===== src/rtl/avmm_pkg.sv =====
// avmm_pkg: shared definitions for the Avalon-MM register slave.
//   - avmm_state_e : access FSM states (IDLE, BUSY, ACK)
//   - ADDR_STATUS  : sticky error/status register address
//   - ADDR_XCNT    : transaction counter address (AVMM_XACT_CNT_EN builds only)
//   - STAT_ERR_*   : STATUS bit positions
//   - RD_DEFAULT   : value returned by reads of unmapped addresses
package avmm_pkg;

  typedef enum logic [1:0] {
    ST_IDLE = 2'd0,
    ST_BUSY = 2'd1,
    ST_ACK  = 2'd2
  } avmm_state_e;

  localparam logic [7:0] ADDR_STATUS = 8'hFF;
  localparam logic [7:0] ADDR_XCNT   = 8'hFE;

  localparam int unsigned STAT_ERR_RW   = 0;
  localparam int unsigned STAT_ERR_ADDR = 1;

  localparam logic [7:0] RD_DEFAULT = 8'h00;

endpackage


===== src/rtl/avmm_wait_ctr.sv =====
// avmm_wait_ctr: wait-state down-counter.
//   clk, reset : clock, synchronous active-high reset
//   load       : load load_val (has priority over en)
//   en         : decrement by one, saturating at zero
//   load_val   : value loaded on load
//   zero       : high while the count is zero
module avmm_wait_ctr #(
  parameter int unsigned W = 4
) (
  input  logic         clk,
  input  logic         reset,
  input  logic         load,
  input  logic         en,
  input  logic [W-1:0] load_val,
  output logic         zero
);

  logic [W-1:0] cnt_q;

  always_ff @(posedge clk) begin
    if (reset) begin
      cnt_q <= '0;
    end else if (load) begin
      cnt_q <= load_val;
    end else if (en && (cnt_q != '0)) begin
      cnt_q <= cnt_q - 1'b1;
    end
  end

  assign zero = (cnt_q == '0);

endmodule


===== src/rtl/avmm_reg_slave.sv =====
// avmm_reg_slave: Avalon-MM register slave with programmable wait states.
//   clk, reset  : clock, synchronous active-high reset
//   address     : register address (8 bits)
//   write, read : transfer strobes
//   writedata   : write data (8 bits)
//   waitrequest : high while busy; its falling edge acknowledges a transfer
//   readdata    : read data, updated when a read completes, otherwise held
// Map: 0..NUM_REGS-1 R/W data, 0xFE transaction counter (only when
// AVMM_XACT_CNT_EN is defined, else unmapped), 0xFF STATUS (W1C:
// bit0 read+write together, bit1 unmapped address).
module avmm_reg_slave
  import avmm_pkg::*;
#(
  parameter int unsigned NUM_REGS    = 16,
  parameter int unsigned WAIT_STATES = 2
) (
  input  logic       clk,
  input  logic       reset,
  input  logic [7:0] address,
  input  logic       write,
  input  logic       read,
  input  logic [7:0] writedata,
  output logic       waitrequest,
  output logic [7:0] readdata
);

  localparam int unsigned IDX_W      = (NUM_REGS > 1) ? $clog2(NUM_REGS) : 1;
  localparam logic [7:0]  NUM_REGS_B = 8'(NUM_REGS);
  localparam logic [3:0]  WAIT_LOAD  = 4'(WAIT_STATES - 1);

  avmm_state_e state_q, state_d;
  logic        ctr_load, ctr_en, ctr_zero, commit;
  logic        wait_q;

  logic [7:0]  cmd_addr, cmd_wdata;
  logic        cmd_wr, cmd_rd;

  logic [7:0]  regs [NUM_REGS];
  logic [1:0]  status_q, status_d;
  logic [7:0]  readdata_q;

  logic             hit_data, hit_stat, xcnt_ok, addr_err, rw_err;
  logic [IDX_W-1:0] idx;
  logic [7:0]       rd_val;

`ifdef AVMM_XACT_CNT_EN
  logic [7:0] xcnt_q;
`endif

  avmm_wait_ctr #(.W(4)) u_wait_ctr (
    .clk      (clk),
    .reset    (reset),
    .load     (ctr_load),
    .en       (ctr_en),
    .load_val (WAIT_LOAD),
    .zero     (ctr_zero)
  );

  // FSM state register; waitrequest is registered so it reads high
  // throughout reset and drops on the first edge out of it.
  always_ff @(posedge clk) begin
    if (reset) begin
      state_q <= ST_IDLE;
      wait_q  <= 1'b1;
    end else begin
      state_q <= state_d;
      wait_q  <= (state_d == ST_BUSY);
    end
  end

  always_comb begin
    state_d  = state_q;
    ctr_load = 1'b0;
    ctr_en   = 1'b0;
    commit   = 1'b0;
    unique case (state_q)
      ST_IDLE: begin
        if (read || write) begin
          ctr_load = 1'b1;
          state_d  = ST_BUSY;
        end
      end
      ST_BUSY: begin
        if (ctr_zero) begin
          commit  = 1'b1;
          state_d = ST_ACK;
        end else begin
          ctr_en = 1'b1;
        end
      end
      ST_ACK:  state_d = ST_IDLE;
      default: state_d = ST_IDLE;
    endcase
  end

  // Command capture at accept; bus changes during BUSY are ignored.
  always_ff @(posedge clk) begin
    if (reset) begin
      cmd_addr  <= '0;
      cmd_wdata <= '0;
      cmd_wr    <= 1'b0;
      cmd_rd    <= 1'b0;
    end else if (ctr_load) begin
      cmd_addr  <= address;
      cmd_wdata <= writedata;
      cmd_wr    <= write;
      cmd_rd    <= read;
    end
  end

  // Address decode of the latched command.
  always_comb begin
    hit_data = (cmd_addr < NUM_REGS_B);
    hit_stat = (cmd_addr == ADDR_STATUS);
`ifdef AVMM_XACT_CNT_EN
    xcnt_ok  = (cmd_addr == ADDR_XCNT) && !cmd_wr;
`else
    xcnt_ok  = 1'b0;
`endif
    addr_err = !(hit_data || hit_stat || xcnt_ok);
    rw_err   = cmd_rd && cmd_wr;
    idx      = cmd_addr[IDX_W-1:0];

    rd_val = RD_DEFAULT;
    if (hit_data) begin
      rd_val = regs[idx];
    end else if (hit_stat) begin
      rd_val = {6'b0, status_q};
`ifdef AVMM_XACT_CNT_EN
    end else if (xcnt_ok) begin
      rd_val = xcnt_q;
`endif
    end

    // W1C clear first, then OR in this access's errors so a set wins.
    status_d = status_q;
    if (cmd_wr && hit_stat) begin
      status_d = status_q & ~cmd_wdata[1:0];
    end
    if (rw_err)   status_d[STAT_ERR_RW]   = 1'b1;
    if (addr_err) status_d[STAT_ERR_ADDR] = 1'b1;
  end

  always_ff @(posedge clk) begin
    if (reset) begin
      for (int unsigned i = 0; i < NUM_REGS; i++) begin
        regs[i] <= '0;
      end
      status_q   <= '0;
      readdata_q <= RD_DEFAULT;
    end else if (commit) begin
      if (cmd_wr && hit_data) begin
        regs[idx] <= cmd_wdata;
      end
      status_q <= status_d;
      if (cmd_rd && !cmd_wr) begin
        readdata_q <= rd_val;
      end
    end
  end

`ifdef AVMM_XACT_CNT_EN
  always_ff @(posedge clk) begin
    if (reset) begin
      xcnt_q <= '0;
    end else if (commit) begin
      xcnt_q <= xcnt_q + 8'd1;
    end
  end
`endif

  assign waitrequest = wait_q;
  assign readdata    = readdata_q;

endmodule


===== config.mk =====
export PLATFORM = sky130hd
export DESIGN_NAME = avmm_reg_slave
export DESIGN_NICKNAME = d
export VERILOG_FILES = /design/src/rtl/avmm_pkg.sv /design/src/rtl/avmm_wait_ctr.sv /design/src/rtl/avmm_reg_slave.sv
export SDC_FILE = /design/constraint.sdc
export NUM_CORES = 1
export LEC_CHECK = 0
export CAP_MARGIN = 20
export CORE_MARGIN = 1.5
export CORE_UTILIZATION = 45
export CTS_CLUSTER_SIZE = 24
export DETAILED_ROUTE_END_ITERATION = 6
export GPL_TIMING_DRIVEN = 0
export MAX_ROUTING_LAYER = met4
export PLACE_DENSITY = 0.74
export SYNTH_ARGS = -nofsm -noshare
export SYNTH_HDL_FRONTEND = slang
export SYNTH_HIERARCHICAL = 1
export SYNTH_SLANG_ARGS = --single-unit

===== constraint.sdc =====
create_clock -name clk -period 5.49 [get_ports clk]
set_clock_uncertainty 0.2 [all_clocks]
set_input_delay 0.8235 -clock clk [delete_from_list [all_inputs] [get_ports clk]]
set_output_delay 0.8235 -clock clk [all_outputs]
set_load 0.02 [all_outputs]

==> results of run 1 <==
[kinds of logic (layout without fill, tap and decap cells)]
logic type,after synthesis,after routing,share of synthesized area (%)
buf+inv,45,107,2.49
compound gates,46,46,4.24
flops,167,167,61.5
fa+ha+maj,1,1,0.166
mux,53,53,12.0
other cells,2,4,0.0998
simple gates,250,250,19.5
[through the flow]
step	std cells	utilization, %	instance area [um2]	hold WS, ns
floorplan	566	-	7530	0.244
global placement	814	49.1	8090	0.250
detailed placement	815	49.2	8100	0.262
CTS	847	52.6	8670	0.270
global route	848	52.7	8670	0.286
finish	848	52.7	8670	0.265
[sequential cells by signal (all words and copies together), names as in the netlist, 2 cells and up, named ones only]
signal            cells
regs                128
u_wait_ctr/cnt_q      4
status_q              2
state_q               2
cmd_wdata             8
cmd_addr              8
readdata              8
[how the worst max path moves through the flow]
stage,start,to,slack [ns],cells after the start
finish,u_wait_ctr/cnt_q[1],regs[12][7],1.87,9
global route,u_wait_ctr/cnt_q[1],regs[12][6],1.74,9
CTS,u_wait_ctr/cnt_q[1],regs[12][6],1.91,9
detailed placement,reset,regs[12][5],1.74,6
global placement,reset,regs[12][5],1.78,6
floorplan,u_wait_ctr/cnt_q[1],regs[12][0],2.54,9
[power by group]
| part | switching (mW) | internal, mW |
|---|---|---|
| registers | 0.0422 | 1.41 |
| clock network | 0.483 | 0.677 |
| logic | 0.200 | 0.130 |
[tightest hold or removal path, delay by kind of cell (launching register included)]
family / cells / cell delay (ns)
AO/OA/AOI/OAI: 1 / 0.05
flip-flops: 1 / 0.32
AND/OR/NAND/NOR: 1 / 0.05
[routing by layer]
metal	up-vias	track usage (%)	share of wire, %
li1	2182	-	-
met1	2360	25.8	40
met2	195	34.0	50
met3	38	4.31	6.5
met4	0	8.12	2.8
met5	-	-	0
[cell type report]
type                            instances  area, um2  share of cell area, %
Buffer                                 35        150                   1.73
Clock buffer                           19        443                   5.11
Clock inverter                         13        129                   1.49
Inverter                               10       37.5                  0.433
Multi-Input combinational cell        354       2720                   31.4
Sequential cell                       167       4620                   53.3
Tap cell                              220        275                   3.17
Timing Repair Buffer                   30        293                   3.38
[synth_stat cells (all sizes together)]
master | number | area (um2)
clkinv | 1 | 3.75
nor2b | 2 | 12.5
or2 | 17 | 106
a2bb2oi | 2 | 17.5
and4b | 1 | 10.0
a31oi | 1 | 6.26
edfxtp | 128 | 3840
a311o | 1 | 10.0
nand3 | 6 | 30.0
buf | 9 | 52.5
clkbuf | 26 | 97.6
a21o | 1 | 7.51
mux2i | 23 | 230
or3b | 1 | 11.3
conb | 2 | 7.51
dfxtp | 39 | 781
nand4b | 3 | 26.3
nand3b | 1 | 7.51
a22oi | 2 | 15.0
a211oi | 1 | 7.51
nor2 | 21 | 109
or3 | 2 | 12.5
nor3b | 1 | 7.51
and2 | 99 | 619
and3b | 1 | 8.76
a21oi | 22 | 110
ha | 1 | 12.5
or4 | 3 | 30.0
inv | 9 | 33.8
a22o | 6 | 52.6
a2111oi | 1 | 27.5
nor4b | 2 | 23.8
a32oi | 2 | 17.5
nand4 | 2 | 12.5
nor3 | 28 | 160
nand2b | 4 | 25.0
o21ai | 3 | 15.0
a311oi | 2 | 17.5
mux4 | 30 | 676
nand2 | 44 | 165
nor4 | 12 | 90.1
o31ai | 2 | 15.0
==> impl_table.tex, run 1 <==
\begin{tabular}{lr}
\hline
Metric & Value \\
\hline
\multicolumn{2}{l}{\textbf{Synthesis}} \\
\quad Count of state elements after synthesis & 167 \\
\quad Synthesized area per cell & 13.3 um2 \\
\quad Post-synthesis instance total & roughly 560 \\
\quad Synth cell types & 52 \\
\quad Register area share after synthesis & 61.5\% \\
\quad YS warnings & 6 \\
\quad Area of the mapped netlist & between 0.007 and 0.008 mm2 \\
\multicolumn{2}{l}{\textbf{Setup path}} \\
\quad Worst setup path class & reg2reg \\
\quad Number of buffer and inverter stages on the critical path & 3 \\
\quad Maximum fanout encountered on the critical timing path & 10 \\
\quad Number of cells on the worst reg-to-reg path & 9 \\
\quad Slowest stage cell on the critical path & nor4\_4 \\
\quad Cell type group with the largest total delay on the critical path & simple AND/OR/NAND/NOR gates \\
\quad Critical path's most frequent cell & inv\_1 \\
\quad FF-to-FF Start & u\_wait\_ctr/cnt\_q[1] \\
\quad Startpoint types & flip-flop \\
\quad Minimum setup slack among reg-to-reg paths & approximately 1.9 ns \\
\quad Arrival time worst endpoint & between 3 and 4 ns \\
\quad CP endpoint kind & flip-flop \\
\quad Critical Path, Cell by Cell & inv\_1 > ha\_1 > or3b\_4 > inv\_1 > nand4b\_1 > or3\_1 > buf\_6 > nor4\_4 > or2\_1 \\
\quad Terminus of the critical flop-to-flop path & regs[12][7] \\
\quad Worst stage delay on the critical path & roughly 0.51 ns \\
\quad Worst Path Required & 5.36 ns \\
\multicolumn{2}{l}{\textbf{Clock tree}} \\
\quad Post-CTS resize count & 0 \\
\quad Reg clk slew, reported paths & $\sim$0.060 ns \\
\quad CTS Buf Count & 17 \\
\quad Worst-skew pair later-pin latency & roughly 0.43 ns \\
\quad Maximum count of clock buffers along a single path & 2 \\
\quad Number of sinks driven by the clock tree & between 150 and 200 \\
\quad Cell chosen for the clock root & clkbuf\_16 \\
\quad Post-CTS Repair Setup Buffers & 0 \\
\quad Number of H-tree branching levels & 4 \\
\quad Clock tree from TritonCTS & done \\
\quad Hold-fix buffers at CTS & 0 \\
\multicolumn{2}{l}{\textbf{Floorplanning}} \\
\quad Die Footprint & between 0.015 and 0.02 mm2 \\
\quad Initial standard-cell utilization of the core & a little under half \\
\quad Number of standard-cell rows in the floorplan & 47 \\
\quad Io pins & 29 \\
\quad Die height & 132 um \\
\quad Area of the placeable core & about 0.016 mm2 \\
\quad Die width & roughly 130 um \\
\multicolumn{2}{l}{\textbf{GRT}} \\
\quad Number of global-route vias before repair & 4791 \\
\quad Largest net degree at the start of global routing & 17 \\
\quad Overall overflow remaining after global route & 0 \\
\quad Global-route wire length before repair & around 26000 um \\
\quad Antenna violations before repair & 0 \\
\quad Overall Global Routing Usage & around a fifth \\
\multicolumn{2}{l}{\textbf{Place}} \\
\quad Number of buffers added on ports & 28 \\
\quad Weighted congestion reported at the end of routability-driven placement & 0.792 \\
\quad Setup slack after placement & approximately 1.7 ns \\
\quad Detailed placer's ending HPWL & 12400 um \\
\multicolumn{2}{l}{\textbf{Route}} \\
\quad Total DRC errors in the routed layout & 0 \\
\quad Mean number of vias per cell & 5.63 \\
\quad Detailed Route WL & 16800 um \\
\quad DRC violation total after the first TritonRoute iteration & 430 \\
\quad Vias after detailed routing & approximately 4.8k \\
\quad Length of the first detailed-routing pass in iterations & 4 \\
\quad Drt wl/cell & 19.9 um \\
\quad Antenna violation net count after detailed routing & 0 \\
\multicolumn{2}{l}{\textbf{Cells and area}} \\
\quad Commonest cells after routing, fill and taps aside & 128 x edfxtp\_1, 99 x and2\_1, 44 x nand2\_1, 39 x dfxtp\_1, 30 x mux4\_2 \\
\quad Layout net count & 636 \\
\quad Final-layout fill cell count & $\sim$1.4k \\
\quad Area Overhead vs Synth & 15.2\% \\
\quad Most common cell after layout, fill and taps aside & edfxtp\_1 \\
\quad Inserted Diodes & 0 \\
\quad Fraction of final layout cells sized beyond drive strength 1 & between 10\% and 20\% \\
\multicolumn{2}{l}{\textbf{Flow run}} \\
\quad Maxcap violations & 0 \\
\multicolumn{2}{l}{\textbf{Hold path}} \\
\quad Number of cells on the worst hold path & 2 \\
\quad Path category of the worst min-delay check & reg2reg \\
\quad Hold Path Sink & readdata[0] \\
\quad Launch instance of the worst min-delay path & readdata[0] \\
\multicolumn{2}{l}{\textbf{Timing}} \\
\quad Period Utilization, post-route & about 66\% \\
\quad Setup repair after global routing missed its margin & false \\
\quad Total of endpoints with negative setup slack in the final report & 0 \\
\quad Fin Setup TNS & 0 ns \\
\quad Worst slew margin relative to its limit & 46.3\% \\
\quad Final count of pins violating max slew & 0 \\
\quad Pin slew with the least headroom to its limit & approximately 0.80 ns \\
\quad Hold Fails Final Rpt & 0 \\
\quad F\_max & $\sim$280 MHz \\
\quad Post-route worst setup slack & about 1.9 ns \\
\quad Post-layout min period & around 3.6 ns \\
\multicolumn{2}{l}{\textbf{Pwr}} \\
\quad Worst IR drop on VDD & $\sim$0.00023 V \\
\quad Total Power & a little under 3 mW \\
\quad Pwr dens & $\sim$340 mW/mm2 \\
\quad Static Leak & around 3.0 nW \\
\multicolumn{2}{l}{\textbf{Outcome}} \\
\quad Run status & complete, no violations \\
\hline
\end{tabular}
Power figures use the tool's default switching activity.
==> run 2, diff against run 1 <==
PLACE_DENSITY = 0.76   (was 0.74)
clock period = 3 ns   (was 5.49 ns; I/O delays follow)
==> run 2 against run 1 <==
Power rose by 84%. Non-clock buffer count grew 12. Sequential share of layout area decreased by 1.1 points. Global-route usage grew 0.35 points. First-iteration DRC count increased by 23%. Final area increased by 2.2%. Register-to-register slack worse by 1.8 ns. Largest cell class unchanged.
==> impl_table.tex, run 2 (synthesized netlist as in run 1, its figures left out) <==
\begin{tabular}{lr}
\hline
Metric & Value \\
\hline
\multicolumn{2}{l}{\textbf{Route}} \\
\quad DRC violation total after the first TritonRoute iteration & 531 (was 430) \\
\quad Antenna violation net count after detailed routing & 0 (unchanged) \\
\quad Mean number of vias per cell & 5.62 (was 5.63) \\
\quad Drt wl/cell & 20.0 um (was 19.9 um) \\
\quad Total DRC errors in the routed layout & 0 (unchanged) \\
\quad Length of the first detailed-routing pass in iterations & 5 (was 4) \\
\quad Vias after detailed routing & 4829 (was 4775) \\
\quad Detailed Route WL & 17200 um (was 16800 um) \\
\multicolumn{2}{l}{\textbf{Pwr}} \\
\quad Worst IR drop on VDD & 0.000433 V (was 0.000234 V) \\
\quad Static Leak & 3.06 nW (was 2.97 nW) \\
\quad Pwr dens & 612 mW/mm2 (was 340 mW/mm2) \\
\multicolumn{2}{l}{\textbf{Timing}} \\
\quad Min Hold Slack & 0.272 ns (was 0.265 ns) \\
\quad Fin Setup TNS & 0 ns (unchanged) \\
\quad Final count of pins violating max slew & 0 (unchanged) \\
\quad Period Utilization, post-route & 97.9\% (was 65.9\%) \\
\quad Total of endpoints with negative setup slack in the final report & 0 (unchanged) \\
\quad Hold Fails Final Rpt & 0 (unchanged) \\
\quad F\_max & 341 MHz (was 276 MHz) \\
\quad Post-layout min period & 2.94 ns (was 3.62 ns) \\
\quad Worst slew margin relative to its limit & 47.7\% (was 46.3\%) \\
\quad Pin slew with the least headroom to its limit & 0.784 ns (was 0.800 ns) \\
\multicolumn{2}{l}{\textbf{Cells and area}} \\
\quad Layout net count & 648 (was 636) \\
\quad Core Util, Final & 53.8\% (was 52.7\%) \\
\quad Largest reg by FF count & regs (unchanged) \\
\quad Final-layout fill cell count & 1343 (was 1376) \\
\quad Finished layout cell area & 0.00886 mm2 (was 0.00867 mm2) \\
\quad Commonest cells after routing, fill and taps aside & 128 x edfxtp\_1, 99 x and2\_1, 44 x nand2\_1, 39 x dfxtp\_1, 30 x mux4\_2 (unchanged) \\
\quad Inserted Diodes & 0 (unchanged) \\
\quad Fraction of final layout cells sized beyond drive strength 1 & 18.9\% (was 15.8\%) \\
\quad Largest register FFs & 128 (unchanged) \\
\quad Most common cell after layout, fill and taps aside & edfxtp\_1 (unchanged) \\
\quad Area Overhead vs Synth & 17.8\% (was 15.2\%) \\
\multicolumn{2}{l}{\textbf{Place}} \\
\quad Weighted congestion reported at the end of routability-driven placement & 0.827 (was 0.792) \\
\quad Dpl cell area & 0.00810 mm2 (unchanged) \\
\quad Detailed placer's ending HPWL & 12400 um (about the same) \\
\quad Number of buffers added on ports & 28 (unchanged) \\
\multicolumn{2}{l}{\textbf{Hold path}} \\
\quad Path category of the worst min-delay check & reg2reg (unchanged) \\
\multicolumn{2}{l}{\textbf{Clock tree}} \\
\quad CTS Buf Count & 17 (unchanged) \\
\quad Reg clk slew, reported paths & 0.06 ns (about the same) \\
\quad Cell chosen for the clock root & clkbuf\_16 (unchanged) \\
\quad Number of sinks driven by the clock tree & 167 (unchanged) \\
\quad Maximum count of clock buffers along a single path & 2 (unchanged) \\
\quad Number of H-tree branching levels & 4 (unchanged) \\
\quad Hold-fix buffers at CTS & 0 (unchanged) \\
\quad Clock tree from TritonCTS & done (unchanged) \\
\quad Worst-skew pair later-pin latency & 0.43 ns (about the same) \\
\multicolumn{2}{l}{\textbf{Setup path}} \\
\quad CP endpoint kind & flip-flop (unchanged) \\
\quad Number of buffer and inverter stages on the critical path & 3 (unchanged) \\
\quad Slowest stage cell on the critical path & or4\_4 (was nor4\_4) \\
\quad Arrival time worst endpoint & 2.87 ns (was 3.49 ns) \\
\quad Maximum fanout encountered on the critical timing path & 10 (unchanged) \\
\quad Cell type group with the largest total delay on the critical path & simple AND/OR/NAND/NOR gates (unchanged) \\
\quad Startpoint types & flip-flop (unchanged) \\
\quad Worst stage delay on the critical path & 0.58 ns (was 0.51 ns) \\
\quad Critical Path, Cell by Cell & inv\_1 > ha\_2 > or3b\_4 > inv\_2 > nand4b\_1 > or4\_4 > buf\_4 > nor2\_4 > or2\_4 (was inv\_1 > ha\_1 > or3b\_4 > inv\_1 > nand4b\_1 > or3\_1 > buf\_6 > nor4\_4 > or2\_1) \\
\quad Worst Path Required & 2.93 ns (was 5.36 ns) \\
\quad Worst setup path class & reg2reg (unchanged) \\
\multicolumn{2}{l}{\textbf{GRT}} \\
\quad Number of global-route vias before repair & 4767 (was 4791) \\
\quad Largest net degree at the start of global routing & 17 (unchanged) \\
\quad Overall overflow remaining after global route & 0 (unchanged) \\
\quad Antenna violations before repair & 1 (was 0) \\
\quad Overall Global Routing Usage & 21.2\% (was 20.9\%) \\
\quad Global-route wire length before repair & 26800 um (was 26400 um) \\
\multicolumn{2}{l}{\textbf{Flow run}} \\
\quad Maxcap violations & 0 (unchanged) \\
\multicolumn{2}{l}{\textbf{Floorplanning}} \\
\quad Number of standard-cell rows in the floorplan & 47 (unchanged) \\
\quad Area of the placeable core & 0.0165 mm2 (unchanged) \\
\quad Initial standard-cell utilization of the core & 45.7\% (unchanged) \\
\quad Die width & 132 um (unchanged) \\
\quad Die Footprint & 0.0175 mm2 (unchanged) \\
\quad Die height & 132 um (unchanged) \\
\quad Io pins & 29 (unchanged) \\
\multicolumn{2}{l}{\textbf{Outcome}} \\
\quad Run status & complete, no violations (unchanged) \\
\hline
\end{tabular}
==> run 2: changes by cell type in the layout (fill, tap and decap cells not counted), sizes merged <==
cell | previous run | this run
clkbuf | 45 | 50
bufinv | 2 | 1
inv | 10 | 11
buf | 11 | 24
clkinv | 10 | 3
clkinvlp | 1 | 2
==> run 2: final timing paths <==
| path | slack [ns] | to | from | cells past startpoint |
|---|---|---|---|---|
| max | 0.06 | regs[7][7] | u_wait_ctr/cnt_q[0] | 9 |
| min | 0.27 | cmd_wdata[0] | cmd_wdata[0] | 2 |
| max reg2reg | 0.06 | regs[7][7] | u_wait_ctr/cnt_q[0] | 9 |
| min reg2reg | 0.27 | cmd_wdata[0] | cmd_wdata[0] | 2 |
==> run 2: cell type report <==
type	instances	area, um2	area share (%)
Timing Repair Buffer	42	383	4.32
Clock buffer	25	507	5.72
Clock inverter	7	67.6	0.762
Tap cell	220	275	3.11
Buffer	35	151	1.71
Inverter	10	37.5	0.424
Multi-Input combinational cell	354	2820	31.8
Sequential cell	167	4620	52.2
==> run 2: routing by layer <==
metal	track usage [%]	up-vias	share of wire, %
met2	34.9	210	51
met1	25.8	2381	39
met5	-	-	0
li1	-	2206	-
met4	8.73	0	2.3
met3	4.31	32	7.3
==> run 2: stage by stage <==
| stage | setup slack [ns] | instances | power, mW |
|---|---|---|---|
| after floorplan | 0.0537 | 566 | 3.10 |
| after global placement | -0.462 | 814 | 3.27 |
| after CTS | 0.0211 | 855 | 5.41 |
| final | 0.0644 | 860 | 5.42 |
| after global routing | -0.0175 | 860 | 5.58 |
| after detailed placement | -0.579 | 815 | 3.31 |
==> run 2: repair_timing <==
| action | 4_1_cts | 5_1_grt |
|---|---|---|
| pin swaps | 10 | 2 |
| gates resized for setup | 28 | 5 |
| endpoints found under the hold margin | 0 | 0 |
| setup endpoints to repair | 142 | 97 |
| setup buffers | 8 | 4 |
==> run 2: power breakdown <==
part,switching [mW],total (mW),internal (mW)
combinational,0.372,0.623,0.251
clock,0.878,2.13,1.26
sequential,0.0779,2.66,2.59
total,1.33,5.42,4.09
==> run 2: worst reg2reg max path: cells and delay by family, from the launching register on <==
kind,cells,cell delay (ns)
flops,1,0.32
fa+ha+maj,1,0.21
buf+inv,3,0.39
simple gates,5,1.52
